<file path="src/rtl/fft_frame_ctrl_pkg.sv">
// fft_frame_ctrl_pkg: shared state encoding, size
// constants and magnitude helper for the frame sequencer.
package fft_frame_ctrl_pkg;

  localparam int NFFT_LOG2_DEF = 13;
  localparam int NFFT = 2 ** NFFT_LOG2_DEF;
  localparam int XK_W_DEF = 38;
  localparam int TIMEOUT_DEF = 65536;
  localparam int TO_W = $clog2(TIMEOUT_DEF + 1);

  typedef enum logic [2:0] {
    IDLE,
    CFG,
    START,
    LOAD,
    XFORM,
    UNLOAD,
    STREAM,
    FINISH
  } state_e;

  // |a| + |b| on sign-extended operands; never overflows
  // for source widths up to 63 bits.
  function automatic logic [63:0] abs_sum(
    input logic signed [63:0] a,
    input logic signed [63:0] b
  );
    logic [63:0] ua;
    logic [63:0] ub;
    ua = a[63] ? 64'(-a) : 64'(a);
    ub = b[63] ? 64'(-b) : 64'(b);
    return ua + ub;
  endfunction

endpackage

</file>
<file path="src/rtl/fft_peak_tracker.sv">
// fft_peak_tracker: running maximum of |re|+|im| over
// the eligible bins of one unloaded frame.
module fft_peak_tracker
  import fft_frame_ctrl_pkg::*;
#(
  parameter int NFFT_LOG2 = NFFT_LOG2_DEF,
  parameter int XK_W = XK_W_DEF,
  parameter bit HALF_SPECTRUM = 1'b1
) (
  input  logic                    clk,
  input  logic                    reset,
  input  logic                    clear,
  input  logic                    valid,
  input  logic [NFFT_LOG2-1:0]    index,
  input  logic signed [XK_W-1:0]  re,
  input  logic signed [XK_W-1:0]  im,
  output logic [NFFT_LOG2-1:0]    max_bin,
  output logic [XK_W:0]           max_mag
);

  logic [63:0] mag;
  logic elig;
  logic upd;
  logic [NFFT_LOG2-1:0] bin_q, bin_d;
  logic [XK_W:0] mag_q, mag_d;

  // Strictly-greater compare keeps the earliest bin on ties
  always_comb begin
    mag = abs_sum(64'(re), 64'(im));
    elig = !HALF_SPECTRUM || !index[NFFT_LOG2-1];
    upd = valid && elig && (mag > 64'(mag_q));
    bin_d = bin_q;
    mag_d = mag_q;
    if (clear) begin
      bin_d = '0;
      mag_d = '0;
    end else if (upd) begin
      bin_d = index;
      mag_d = mag[XK_W:0];
    end
  end

  // Running-max registers
  always_ff @(posedge clk) begin
    if (reset) begin
      bin_q <= '0;
      mag_q <= '0;
    end else begin
      bin_q <= bin_d;
      mag_q <= mag_d;
    end
  end

  assign max_bin = bin_q;
  assign max_mag = mag_q;

endmodule

</file>
<file path="src/rtl/fft_frame_ctrl.sv">
// fft_frame_ctrl: sequences one FFT frame through the
// core (configure, load, transform, unload, peak search).
module fft_frame_ctrl
  import fft_frame_ctrl_pkg::*;
#(
  parameter int NFFT_LOG2 = NFFT_LOG2_DEF,
  parameter int XK_W = XK_W_DEF,
  parameter bit HALF_SPECTRUM = 1'b1,
  parameter int TIMEOUT = TIMEOUT_DEF
) (
  input  logic                    clk,
  input  logic                    reset,
  input  logic                    go,
  input  logic                    inverse,
  output logic                    ctrl_busy,
  output logic                    fft_start,
  output logic                    fft_unload,
  output logic                    fft_fwd_inv,
  output logic                    fft_fwd_inv_we,
  input  logic                    fft_rfd,
  input  logic [NFFT_LOG2-1:0]    fft_xn_index,
  input  logic                    fft_busy,
  input  logic                    fft_done,
  input  logic                    fft_dv,
  input  logic [NFFT_LOG2-1:0]    fft_xk_index,
  input  logic signed [XK_W-1:0]  fft_xk_re,
  input  logic signed [XK_W-1:0]  fft_xk_im,
  output logic [NFFT_LOG2-1:0]    buf_rd_addr,
  output logic [NFFT_LOG2-1:0]    peak_bin,
  output logic [XK_W:0]           peak_mag,
  output logic                    frame_done,
  output logic                    error
);

  localparam int CW = $clog2(TIMEOUT + 1);
  localparam logic [CW-1:0] TO_LAST = CW'(TIMEOUT - 1);

  state_e state_q, state_d;
  logic [CW-1:0] cnt_q, cnt_d;
  logic seen_q, seen_d;
  logic fwd_q, fwd_d;
  logic err_q, err_d;
  logic [NFFT_LOG2-1:0] addr_q, addr_d;
  logic [NFFT_LOG2-1:0] pbin_q, pbin_d;
  logic [XK_W:0] pmag_q, pmag_d;
  logic [NFFT_LOG2-1:0] mbin;
  logic [XK_W:0] mmag;
  logic counting;
  logic expired;

  fft_peak_tracker #(
    .NFFT_LOG2     (NFFT_LOG2),
    .XK_W          (XK_W),
    .HALF_SPECTRUM (HALF_SPECTRUM)
  ) u_peak (
    .clk     (clk),
    .reset   (reset),
    .clear   (state_q == UNLOAD),
    .valid   (state_q == STREAM && fft_dv),
    .index   (fft_xk_index),
    .re      (fft_xk_re),
    .im      (fft_xk_im),
    .max_bin (mbin),
    .max_mag (mmag)
  );

  // Next state, watchdog and held outputs
  always_comb begin
    state_d = state_q;
    seen_d = seen_q;
    fwd_d = fwd_q;
    err_d = err_q;
    addr_d = addr_q;
    pbin_d = pbin_q;
    pmag_d = pmag_q;
    counting = state_q inside {LOAD, XFORM, STREAM};
    expired = counting && (cnt_q == TO_LAST);
    cnt_d = counting ? cnt_q + 1'b1 : cnt_q;
    unique case (state_q)
      IDLE: begin
        if (go && !fft_busy && !fft_dv) begin
          fwd_d = ~inverse;
          err_d = 1'b0;
          state_d = CFG;
        end
      end
      CFG: state_d = START;
      START: state_d = LOAD;
      LOAD: begin
        if (fft_rfd) begin
          addr_d = fft_xn_index;
          seen_d = 1'b1;
        end
        if (fft_done || expired) begin
          err_d = 1'b1;
          state_d = IDLE;
        end else if (!fft_rfd && seen_q) begin
          state_d = XFORM;
        end
      end
      XFORM: begin
        if (expired) begin
          err_d = 1'b1;
          state_d = IDLE;
        end else if (fft_done) begin
          state_d = UNLOAD;
        end
      end
      UNLOAD: state_d = STREAM;
      STREAM: begin
        if (expired) begin
          err_d = 1'b1;
          state_d = IDLE;
        end else if (fft_dv) begin
          seen_d = 1'b1;
        end else if (seen_q) begin
          pbin_d = mbin;
          pmag_d = mmag;
          state_d = FINISH;
        end
      end
      FINISH: state_d = IDLE;
      default: state_d = IDLE;
    endcase
    if (state_d != state_q) begin
      cnt_d = '0;
      seen_d = 1'b0;
    end
  end

  // State and held-output registers
  always_ff @(posedge clk) begin
    if (reset) begin
      state_q <= IDLE;
      cnt_q <= '0;
      seen_q <= 1'b0;
      fwd_q <= 1'b0;
      err_q <= 1'b0;
      addr_q <= '0;
      pbin_q <= '0;
      pmag_q <= '0;
    end else begin
      state_q <= state_d;
      cnt_q <= cnt_d;
      seen_q <= seen_d;
      fwd_q <= fwd_d;
      err_q <= err_d;
      addr_q <= addr_d;
      pbin_q <= pbin_d;
      pmag_q <= pmag_d;
    end
  end

  assign ctrl_busy = (state_q != IDLE);
  assign fft_fwd_inv_we = (state_q == CFG);
  assign fft_start = (state_q == START);
  assign fft_unload = (state_q == UNLOAD);
  assign frame_done = (state_q == FINISH);
  assign fft_fwd_inv = fwd_q;
  assign error = err_q;
  assign peak_bin = pbin_q;
  assign peak_mag = pmag_q;
  assign buf_rd_addr = (state_q == LOAD && fft_rfd)
                     ? fft_xn_index : addr_q;

endmodule

</file>
<file path="config.mk">
export PLATFORM = sky130hd
export DESIGN_NAME = fft_frame_ctrl
export DESIGN_NICKNAME = d
export VERILOG_FILES = /design/src/rtl/fft_frame_ctrl_pkg.sv /design/src/rtl/fft_peak_tracker.sv /design/src/rtl/fft_frame_ctrl.sv
export SDC_FILE = /design/constraint.sdc
export NUM_CORES = 1
export LEC_CHECK = 0
export BUFFER_PORTS_ARGS = -buffer_cell sky130_fd_sc_hd__buf_2
export CORE_AREA = 2 2 134 162
export DETAILED_ROUTE_END_ITERATION = 8
export DIE_AREA = 0 0 136 164
export PLACE_DENSITY = 0.81
export RECOVER_POWER = 25
export SLEW_MARGIN = 20
export SYNTH_ARGS = -nofsm -noshare
export SYNTH_HDL_FRONTEND = slang
export SYNTH_SLANG_ARGS = --single-unit
</file>
<file path="constraint.sdc">
create_clock -name clk -period 12.08 [get_ports clk]
set_input_delay 0.604 -clock clk [delete_from_list [all_inputs] [get_ports clk]]
set_output_delay 0.604 -clock clk [all_outputs]
set_load 0.1 [all_outputs]
</file>
### Word-level counts from Yosys, hierarchy flattened

Index checks and enable logic that the tools add are counted.

* word-level logic and storage cells: 79
* bits of input ports: 110
* register bits: 140

* equal/unequal tests: 15
* bitwise operators: 3
* add/sub/neg operators: 4
* order comparisons: 1
* reduce and logical (&&, ||, !) cells: 26
* multiplexer cells: 20

Operator list (count)
* 2-to-1 mux 64 bit: 2
* negator 38 -> 64 bit: 2
* adder 64 bit: 1
* > comparator 64 x 39 -> 1 bit: 1
* 2-to-1 mux 3 bit: 8
* one-hot mux 3 bit (8 select lines): 1
* adder 17 x 1 -> 17 bit, second input constant: 1
* == test 17 x 16 -> 1 bit, second input constant: 1
* 2-to-1 mux 13 bit: 1
* == test 3 bit, second input constant: 4
* AND reduction 4 bit: 3
* nonzero test 3 bit: 3
* logical AND 1 bit: 8
* != test 2 bit, second input constant: 4
* == test 3 x 2 -> 1 bit, second input constant: 2
* 2-to-1 mux 1 bit: 6
* OR reduction 2 bit: 3
* logical NOT 1 bit: 4
* != test 2 x 1 -> 1 bit, second input constant: 2
* AND reduction 2 bit: 2
* == test 3 x 1 -> 1 bit, second input constant: 1
* logical NOT 3 bit: 1
* != test 3 bit: 1
* inverter 1 bit: 3
* other kinds (4): 4

### Depth between registers and ports, before layout

Gate-level depths: netlist of run 1.

* depth after elaboration: 8
* depth in mapped cells: 34
* mapped depth without buffers: 31

### By module

Synthesis of run 1 repeated with hierarchy kept, for this count alone.

* cell total of the unflattened synthesis: 1563
* area total of the unflattened synthesis: 12010.3 µm²

By module, submodules not included
* fft_peak_tracker: area each 8410.6 µm², cells each 1156, times used 1
* fft_frame_ctrl: area each 3599.7 µm², cells each 407, times used 1

### Least setup slack after synthesis of run 1

Ideal clock, no wire load.

* path kind: input -> register
* start point: in fft_xk_im[19]
* end point: reg u_peak.bin_q[4] (netlist: u_peak.max_bin[4])
* path buffers: 3
* setup slack: 4.997 ns
* arrival time: 6.953 ns
* stages on the path: 29
* required time: 11.950 ns
* cells stage by stage: or4_1 > or4_1 > or2_1 > or4_1 > or3_1 > o31ai_1 > xnor2_1 > ha_1 > buf_4 > a21oi_2 > o21bai_1 > a22o_1 > or3_1 > a21oi_1 > xnor2_1 > ha_1 > nand3_1 > or3_1 > nor4_1 > o22ai_1 > nor4_1 > nand4_1 > nor4_1 > nand4b_1 > o31ai_2 > buf_6 > buf_12 > mux2i_1 > nor2_1

* longest elaborated chain between the ends: 5

Ends and longest elaborated chain
* start, declared: RTL line fft_frame_ctrl.sv:27 `input logic signed [XK_W-1:0] fft_xk_im,`
* negator 38 -> 64 bit: RTL line fft_frame_ctrl_pkg.sv:31 `ub = b[63] ? 64'(-b) : 64'(b);`
* 2-to-1 mux 64 bit (*): RTL line fft_frame_ctrl_pkg.sv:31
* adder 64 bit (*): RTL line fft_frame_ctrl_pkg.sv:32 `return ua + ub;`
* named net u_peak.mag[37]: RTL line fft_peak_tracker.sv:21 `logic [63:0] mag;`
* > comparator 64 x 39 -> 1 bit (*): RTL line fft_peak_tracker.sv:31 `upd = valid && elig && (mag > 64'(mag_q));`
* logical AND 1 bit (*): RTL line fft_peak_tracker.sv:31
* end signal, assigned: RTL line fft_peak_tracker.sv:49 `bin_q <= bin_d;`
* end, declared: RTL line fft_peak_tracker.sv:24 `logic [NFFT_LOG2-1:0] bin_q, bin_d;`

The timed path passes the listed nets; every way through them passes the cells marked *.
A chain may end at the register's enable or synchronous reset.

### Worst setup path in the final report of run 1

* start point: in fft_xk_im[19]
* end point: reg u_peak.mag_q[10] (netlist: u_peak.max_mag[10])

* longest elaborated chain between the ends: 5

Ends and longest elaborated chain
* negator 38 -> 64 bit: RTL line fft_frame_ctrl_pkg.sv:31
* 2-to-1 mux 64 bit (*): RTL line fft_frame_ctrl_pkg.sv:31
* adder 64 bit (*): RTL line fft_frame_ctrl_pkg.sv:32
* named net u_peak.mag[35]: RTL line fft_peak_tracker.sv:21
* > comparator 64 x 39 -> 1 bit (*): RTL line fft_peak_tracker.sv:31
* logical AND 1 bit (*): RTL line fft_peak_tracker.sv:31
* end signal, assigned: RTL line fft_peak_tracker.sv:50 `mag_q <= mag_d;`
* end, declared: RTL line fft_peak_tracker.sv:25 `logic [XK_W:0] mag_q, mag_d;`

Marked as above.

==> metrics.md, run 1 <==
| Metric | Value |
|---|---|
| Hpwl dp | 26.92 mm |
| Syn. warnings | 0 |
| Initial antenna violation count | 0 |
| Pin count of the biggest net entering global routing | 74 |
| Antenna-violating nets left | 0 |
| CP top delay family | simple AND/OR/NAND/NOR gates |
| Max transition margin | 0.1657 |
| Critical path startpoint category | primary input |
| Library cells used by synthesis | 91 |
| Number of flops mapped to enable cells by yosys | 0 |
| Synth Flop Type | dfxtp_1 |
| CTS tree | done |
| # setup viols final | 0 |
| Sinks on Clock Net | 140 |
| CTS Root Cell | clkbuf_16 |
| Vias in the first global route | 11790 |
| Starting Density | 0.5911 |
| Antenna diodes | 0 |
| Internal power | 0.001023 W |
| Die Ht | 164 um |
| Critical Path RT | 12330 ps |
| Outcome | finished, final reports clean |
| DR vias/cell | 6.020 |
| Synthesized area per cell | 7.668 sq um |
| Total length of routed wires | 34.56 mm |
| Core area | 20750 sq um |
| First-pass GRT wire length | 56.27 mm |
| Post CTS Setup Buffer Count | 0 |
| Leak Pwr | 5.557 nW |
| Post_cts resized | 0 |
| Hold Slack | 421.7 ps |
| Hold Crit Class | in -> reg |
| Combinational power share | 0.414 |
| Max Freq | 114.8 MHz |
| Final setup margin | 3367 ps |
| Hold buffer count at CTS | 0 |
| Slowest cell on the critical path | buf_4 |
| Post-layout net count | 1990 |
| Wire per inst | 16.81 um |
| Worst Setup Path Type | in -> reg |
| Worst Path Arrival | 8960 ps |
| Sequential power share | 0.280 |
| Ys async rst share | 0 |
| Power, Total | 0.001665 W |
| RSZ-0062 raised after global routing | no |
| Routability congestion estimate | 0.9704 |
| Final Hold Viols | 0 |
| Highest-count cells in the layout ignoring fill and taps | nand2_1 (213), a21oi_1 (150), dfxtp_1 (140) |
| Cells after Synth | 1600 |
| DR pass1 iterations | 6 |
| Post-route non-filler standard cell count | 2056 |
| CTS max path bufs | 2 |
| GRT overflow | 0 |
| H-tree depth | 4 |
| VDD IR max | 116.6 uV |
| Bufs and invs on worst path | 2 |
| CTS Buf Count | 17 |
| Critical Path Max Stage Delay | 740 ps |
| CP Capture Type | flop |
| Seq/Total Area, Yosys | 0.2285 |
| Via count | 12380 |
| Cell total after placement | 2024 |
| IO Port Bufs | 181 |
| Syn-to-layout area delta | 12.67% |
| Layout cells sized above 1 | 0.1293 |
| I/O Pins | 182 |
| Row count | 58 |
| Switch share | 0.3858 |
| Post-layout min period | 8713 ps |
| TNS Setup | 0 ps |
| Die width | 136 um |
| DR DRC count | 0 |
| Yosys reg bits | 140 |
| Peak fanout along the critical path | 55 |
| GRT Util Overall | 0.3071 |
| Mapped Area | 12270 sq um |
| P per Cell Area | 120.5 nW/um^2 |
| Clk Latency, worst-skew pair | 420 ps |
| Die area | 22300 sq um |
| DP Worst Slack | 3186 ps |
| Tcrit/Tclk final | 0.7213 |
| Net Sw Power | 0.0006426 W |
| Max Slew Vio Count | 0 |
| Clk network pwr share | 0.306 |
| Clk pin slew, worst setup/hold paths | 60 ps |
| DRC violation total after the first TritonRoute iteration | 827 |
| Worst-margin pin slew | 1257 ps |
| Max-cap violation count | 0 |
| Most common cell after layout, fill and taps aside | nand2_1 |
| Crit path top cell by count | or4_1 |
| Clock Skew | 15.25 ps |
-- path summary, 6_finish.rpt --
kind	startpoint	to	slack, ps	depth (start not counted)
setup / recovery	fft_xk_im[19]	u_peak.max_mag[10]$_SDFFE_PP0P_	3370	28
hold / removal	fft_xk_index[4]	u_peak.max_bin[4]$_SDFFE_PP0P_	420	3
hold reg to reg	u_peak.max_bin[2]$_SDFFE_PP0P_	peak_bin[2]$_SDFFE_PP0P_	450	2
setup reg to reg	u_peak.max_mag[15]$_SDFFE_PP0P_	u_peak.max_mag[10]$_SDFFE_PP0P_	7650	15
-- synthesized netlist by cell type, types with 37 or more instances --
library cell / number / area share
nor3_1: 37 / 0.015
ha_1: 106 / 0.11
mux2i_1: 53 / 0.043
nor2_1: 138 / 0.042
nand2_1: 213 / 0.065
a21oi_1: 150 / 0.061
inv_1: 63 / 0.019
o21ai_0: 79 / 0.032
nand4_1: 44 / 0.022
xnor2_1: 98 / 0.070
clkbuf_1: 49 / 0.015
dfxtp_1: 140 / 0.23
-- cells by family (layout without fill, tap and decap cells) --
logic type / count (synthesis) / after routing / synth area share
DFF: 140 / 140 / 0.2285
muxes: 67 / 67 / 0.05609
buffers and inverters: 143 / 280 / 0.05426
AOI/OAI and AO/OA: 420 / 420 / 0.2259
and+or+nand+nor: 591 / 591 / 0.2317
adders and majority gates: 107 / 107 / 0.1097
xor gates and xnor gates: 131 / 131 / 0.09352
other: 1 / 50 / 0.0003057
-- per-stage QoR --
| step | util | instance area (sq um) |
|---|---|---|
| after floorplan | - | 12450 |
| after global placement | 0.6409 | 13300 |
| after detailed placement | 0.6409 | 13300 |
| after CTS | 0.6691 | 13890 |
| after global routing | 0.6660 | 13820 |
| final | 0.6660 | 13820 |
-- worst reg2reg max path: cells and delay by family, from the launching register on --
kind	cells	cell delay [ps]
AND/OR/NAND/NOR	9	2100
buffers and inverters	2	800
flip-flops	1	380
AO/OA/AOI/OAI	2	370
multiplexers	1	320
adder cells (fa/ha/maj)	1	310
-- layout make-up --
cell class	instances	area (sq um)
Clock inverter	13	141.4
Multi-Input combinational cell	1366	8994
Inverter	64	240.2
Clock buffer	19	442.9
Sequential cell	140	2803
Timing Repair Buffer	184	863.3
Tap cell	270	337.8
Fill cell	1886	6933
-- flip-flops by register name, indices dropped and copies added (netlist names), 3 cells and up --
name / count
peak_mag: 39
state_q: 3
u_peak.max_bin: 13
u_peak.max_mag: 39
cnt_q: 17
peak_bin: 13
addr_q: 13
-- metal layers --
layer,vias up,track usage,share of wire
li1,6056,-,-
met1,5807,0.3698,0.41
met2,439,0.5525,0.50
met3,75,0.04784,0.061
met4,0,0.1027,0.028
met5,-,0,0
-- power groups by stage --
stage	logic [W]	registers, W	clock network (W)
2_1_floorplan	0.000496	0.000476	0
3_3_place_gp	0.000632	0.000476	0
3_5_place_dp	0.000640	0.000476	0
4_1_cts	0.000647	0.000466	0.000514
5_1_grt	0.000762	0.000467	0.000534
6_report	0.000690	0.000466	0.000509
Note: power is estimated with default switching activity, not from simulation.
==> run 2, diff against run 1 <==
--- a/config.mk
+++ b/config.mk
@@ -6,10 +6,10 @@
 export NUM_CORES = 1
 export LEC_CHECK = 0
 export BUFFER_PORTS_ARGS = -buffer_cell sky130_fd_sc_hd__buf_2
-export CORE_AREA = 2 2 134 162
+export CORE_AREA = 2 2 142 172
 export DETAILED_ROUTE_END_ITERATION = 8
-export DIE_AREA = 0 0 136 164
-export PLACE_DENSITY = 0.81
+export DIE_AREA = 0 0 144 174
+export PLACE_DENSITY = 0.76
 export RECOVER_POWER = 25
 export SLEW_MARGIN = 20
 export SYNTH_ARGS = -nofsm -noshare
==> constraint.sdc (replaced) <==
create_clock -name clk -period 7.1 [get_ports clk]
set_input_delay 0.355 -clock clk [delete_from_list [all_inputs] [get_ports clk]]
set_output_delay 0.355 -clock clk [all_outputs]
set_load 0.1 [all_outputs]
==> run 2 against run 1 <==
Sequential share of layout area is 1.7 points lower. Non-clock buffer count is 132 higher. Die area is 12% higher. Worst setup slack worse by 3100 ps. Sequential power is 70% higher. Critical path depth is 2 higher. Combinational power is 100% higher. Hold slack worse by 230 ps. Utilization is 2.4 points lower. Final area is 9.2% higher. Flip-flop and latch count stayed put. Largest power group unchanged.
==> metrics.md, run 2 (same netlist as run 1, synthesis figures left out) <==
| Metric | Value |
|---|---|
| Pin count of the biggest net entering global routing | 74 (unchanged) |
| Syn-to-layout area delta | 23.06% |
| Critical path startpoint category | primary input |
| Design Area, Final | 15100 sq um (+9.2%) |
| First-pass GRT wire length | 58.08 mm (+3.2%) |
| GRT Util Overall | 0.2792 (-0.02790) |
| I/O Pins | 182 (unchanged) |
| Antenna diodes | 0 (unchanged) |
| GRT overflow | 0 (unchanged) |
| Final Hold Viols | 0 (unchanged) |
| Max-cap violation count | 0 (unchanged) |
| Slowest cell on the critical path | or4_1 |
| Hold Slack | 187.5 ps (-234.1 ps) |
| Max Slew Vio Count | 0 (unchanged) |
| Most common cell after layout, fill and taps aside | nand2_1 |
| Hold Crit Class | in -> reg |
| Sinks on Clock Net | 140 (unchanged) |
| Dpl cell area | 14380 sq um (+8.1%) |
| H-tree depth | 4 (unchanged) |
| Hpwl dp | 28.96 mm (+7.5%) |
| Peak fanout along the critical path | 16 (-71%) |
| Max transition margin | 0.1727 (+0.006954) |
| Tcrit/Tclk final | 0.9564 |
| Highest-count cells in the layout ignoring fill and taps | nand2_1 (213), a21oi_1 (146), dfxtp_1 (140) |
| DR vias/cell | 5.727 (-4.9%) |
| Routability congestion estimate | 0.9912 (+2.1%) |
| Via count | 12820 (+3.5%) |
| Post-layout net count | 2122 (+6.6%) |
| CTS Root Cell | clkbuf_16 |
| IO Port Bufs | 181 (unchanged) |
| Initial antenna violation count | 0 (unchanged) |
| CTS max path bufs | 2 (unchanged) |
| Die Ht | 174 um (+6.1%) |
| VDD IR max | 162.0 uV (+39%) |
| Post-layout min period | 6791 ps |
| CTS tree | done |
| Worst-margin pin slew | 1246 ps (-10.48 ps) |
| # setup viols final | 0 (unchanged) |
| Layout cells sized above 1 | 0.2049 (+0.07556) |
| DRC violation total after the first TritonRoute iteration | 684 (-17%) |
| Outcome | finished, final reports clean |
| Clk Latency, worst-skew pair | 410 ps (about the same) |
| Die area | 25060 sq um (+12%) |
| Clk pin slew, worst setup/hold paths | 60 ps (about the same) |
| Core area | 23510 sq um (+13%) |
| Hold buffer count at CTS | 0 (unchanged) |
| Critical Path RT | 7360 ps (-4970 ps) |
| Wire per inst | 16.14 um (-4.0%) |
| CP Capture Type | flop |
| Leak Pwr | 6.252 nW (+13%) |
| Clock Skew | 9.518 ps (-5.736 ps) |
| CTS Buf Count | 17 (unchanged) |
| Critical Path Max Stage Delay | 540 ps (-200 ps) |
| DR DRC count | 0 (unchanged) |
| Antenna-violating nets left | 0 (unchanged) |
| Worst Setup Path Type | in -> reg |
| Row count | 62 (+6.9%) |
| Vias in the first global route | 12400 (+5.1%) |
| P per Cell Area | 201.7 nW/um^2 (+67%) |
| Starting Density | 0.5219 (-0.06916) |
| DR pass1 iterations | 7 (+1) |
| Worst Path Arrival | 7050 ps (-1910 ps) |
| Max Freq | 147.3 MHz |
| Total length of routed wires | 36.12 mm (+4.5%) |
| Die width | 144 um (+5.9%) |
-- run 2: worst max-delay path, delay by kind of cell --
| family | cells | cell delay, ps |
|---|---|---|
| multiplexers | 1 | 230 |
| AO/OA/AOI/OAI | 5 | 780 |
| buffers and inverters | 4 | 610 |
| XOR/XNOR | 2 | 250 |
| adder cells (fa/ha/maj) | 2 | 710 |
| AND/OR/NAND/NOR | 16 | 4110 |
-- run 2: layer usage --
metal  GRT usage  share of wire  vias to the layer above  wire [um]
li1            -              -                     6329          -
met1      0.3282           0.41                     6076      14970
met2      0.5280           0.52                      351      18850
met3     0.02948          0.042                       60       1506
met4     0.07598          0.022                        0        784
met5           0              0                        -          0
-- run 2: final cells by class --
type	instances	area [sq um]
Clock buffer	18	439.2
Clock inverter	14	150.1
Fill cell	2103	8408
Inverter	64	240.2
Multi-Input combinational cell	1366	9159
Sequential cell	140	2803
Tap cell	320	400.4
Timing Repair Buffer	316	1906
-- run 2: through the flow --
| step | worst slack (ps) | util | power (W) | cells | setup TNS [ps] |
|---|---|---|---|---|---|
| global placement | -159.8 | 0.6116 | 0.002068 | 2202 | -6120 |
| CTS | 38.87 | 0.6367 | 0.002954 | 2234 | 0 |
| detailed placement | -340.0 | 0.6116 | 0.002084 | 2202 | -14340 |
| global route | -5.051 | 0.6423 | 0.003224 | 2238 | -6.316 |
| finish | 309.5 | 0.6423 | 0.003044 | 2238 | 0 |
| floorplan | 265.5 | - | 0.001655 | 1649 | 0 |
-- run 2: worst paths after layout --
| path | slack, ps | cells past startpoint | end | from |
|---|---|---|---|---|
| setup reg to reg | 3240 | 16 | u_peak.max_bin[5]$_SDFFE_PP0P_ | u_peak.max_mag[9]$_SDFFE_PP0P_ |
| hold reg to reg | 450 | 2 | peak_bin[0]$_SDFFE_PP0P_ | peak_bin[0]$_SDFFE_PP0P_ |
| setup / recovery | 310 | 30 | u_peak.max_bin[5]$_SDFFE_PP0P_ | fft_xk_im[19] |
| hold / removal | 190 | 3 | u_peak.max_bin[11]$_SDFFE_PP0P_ | fft_xk_index[11] |
-- run 2: repair_timing --
item | CTS | global route
setup endpoints to repair | 0 | 52
resized for setup | 0 | 36
setup buffers | 0 | 4
-- run 2: power by group --
part / switching, W / total (W) / internal (W)
clock network: 0.000367 / 0.000873 / 0.000506
registers: 0.00000466 / 0.000793 / 0.000788
logic: 0.000798 / 0.00138 / 0.000580
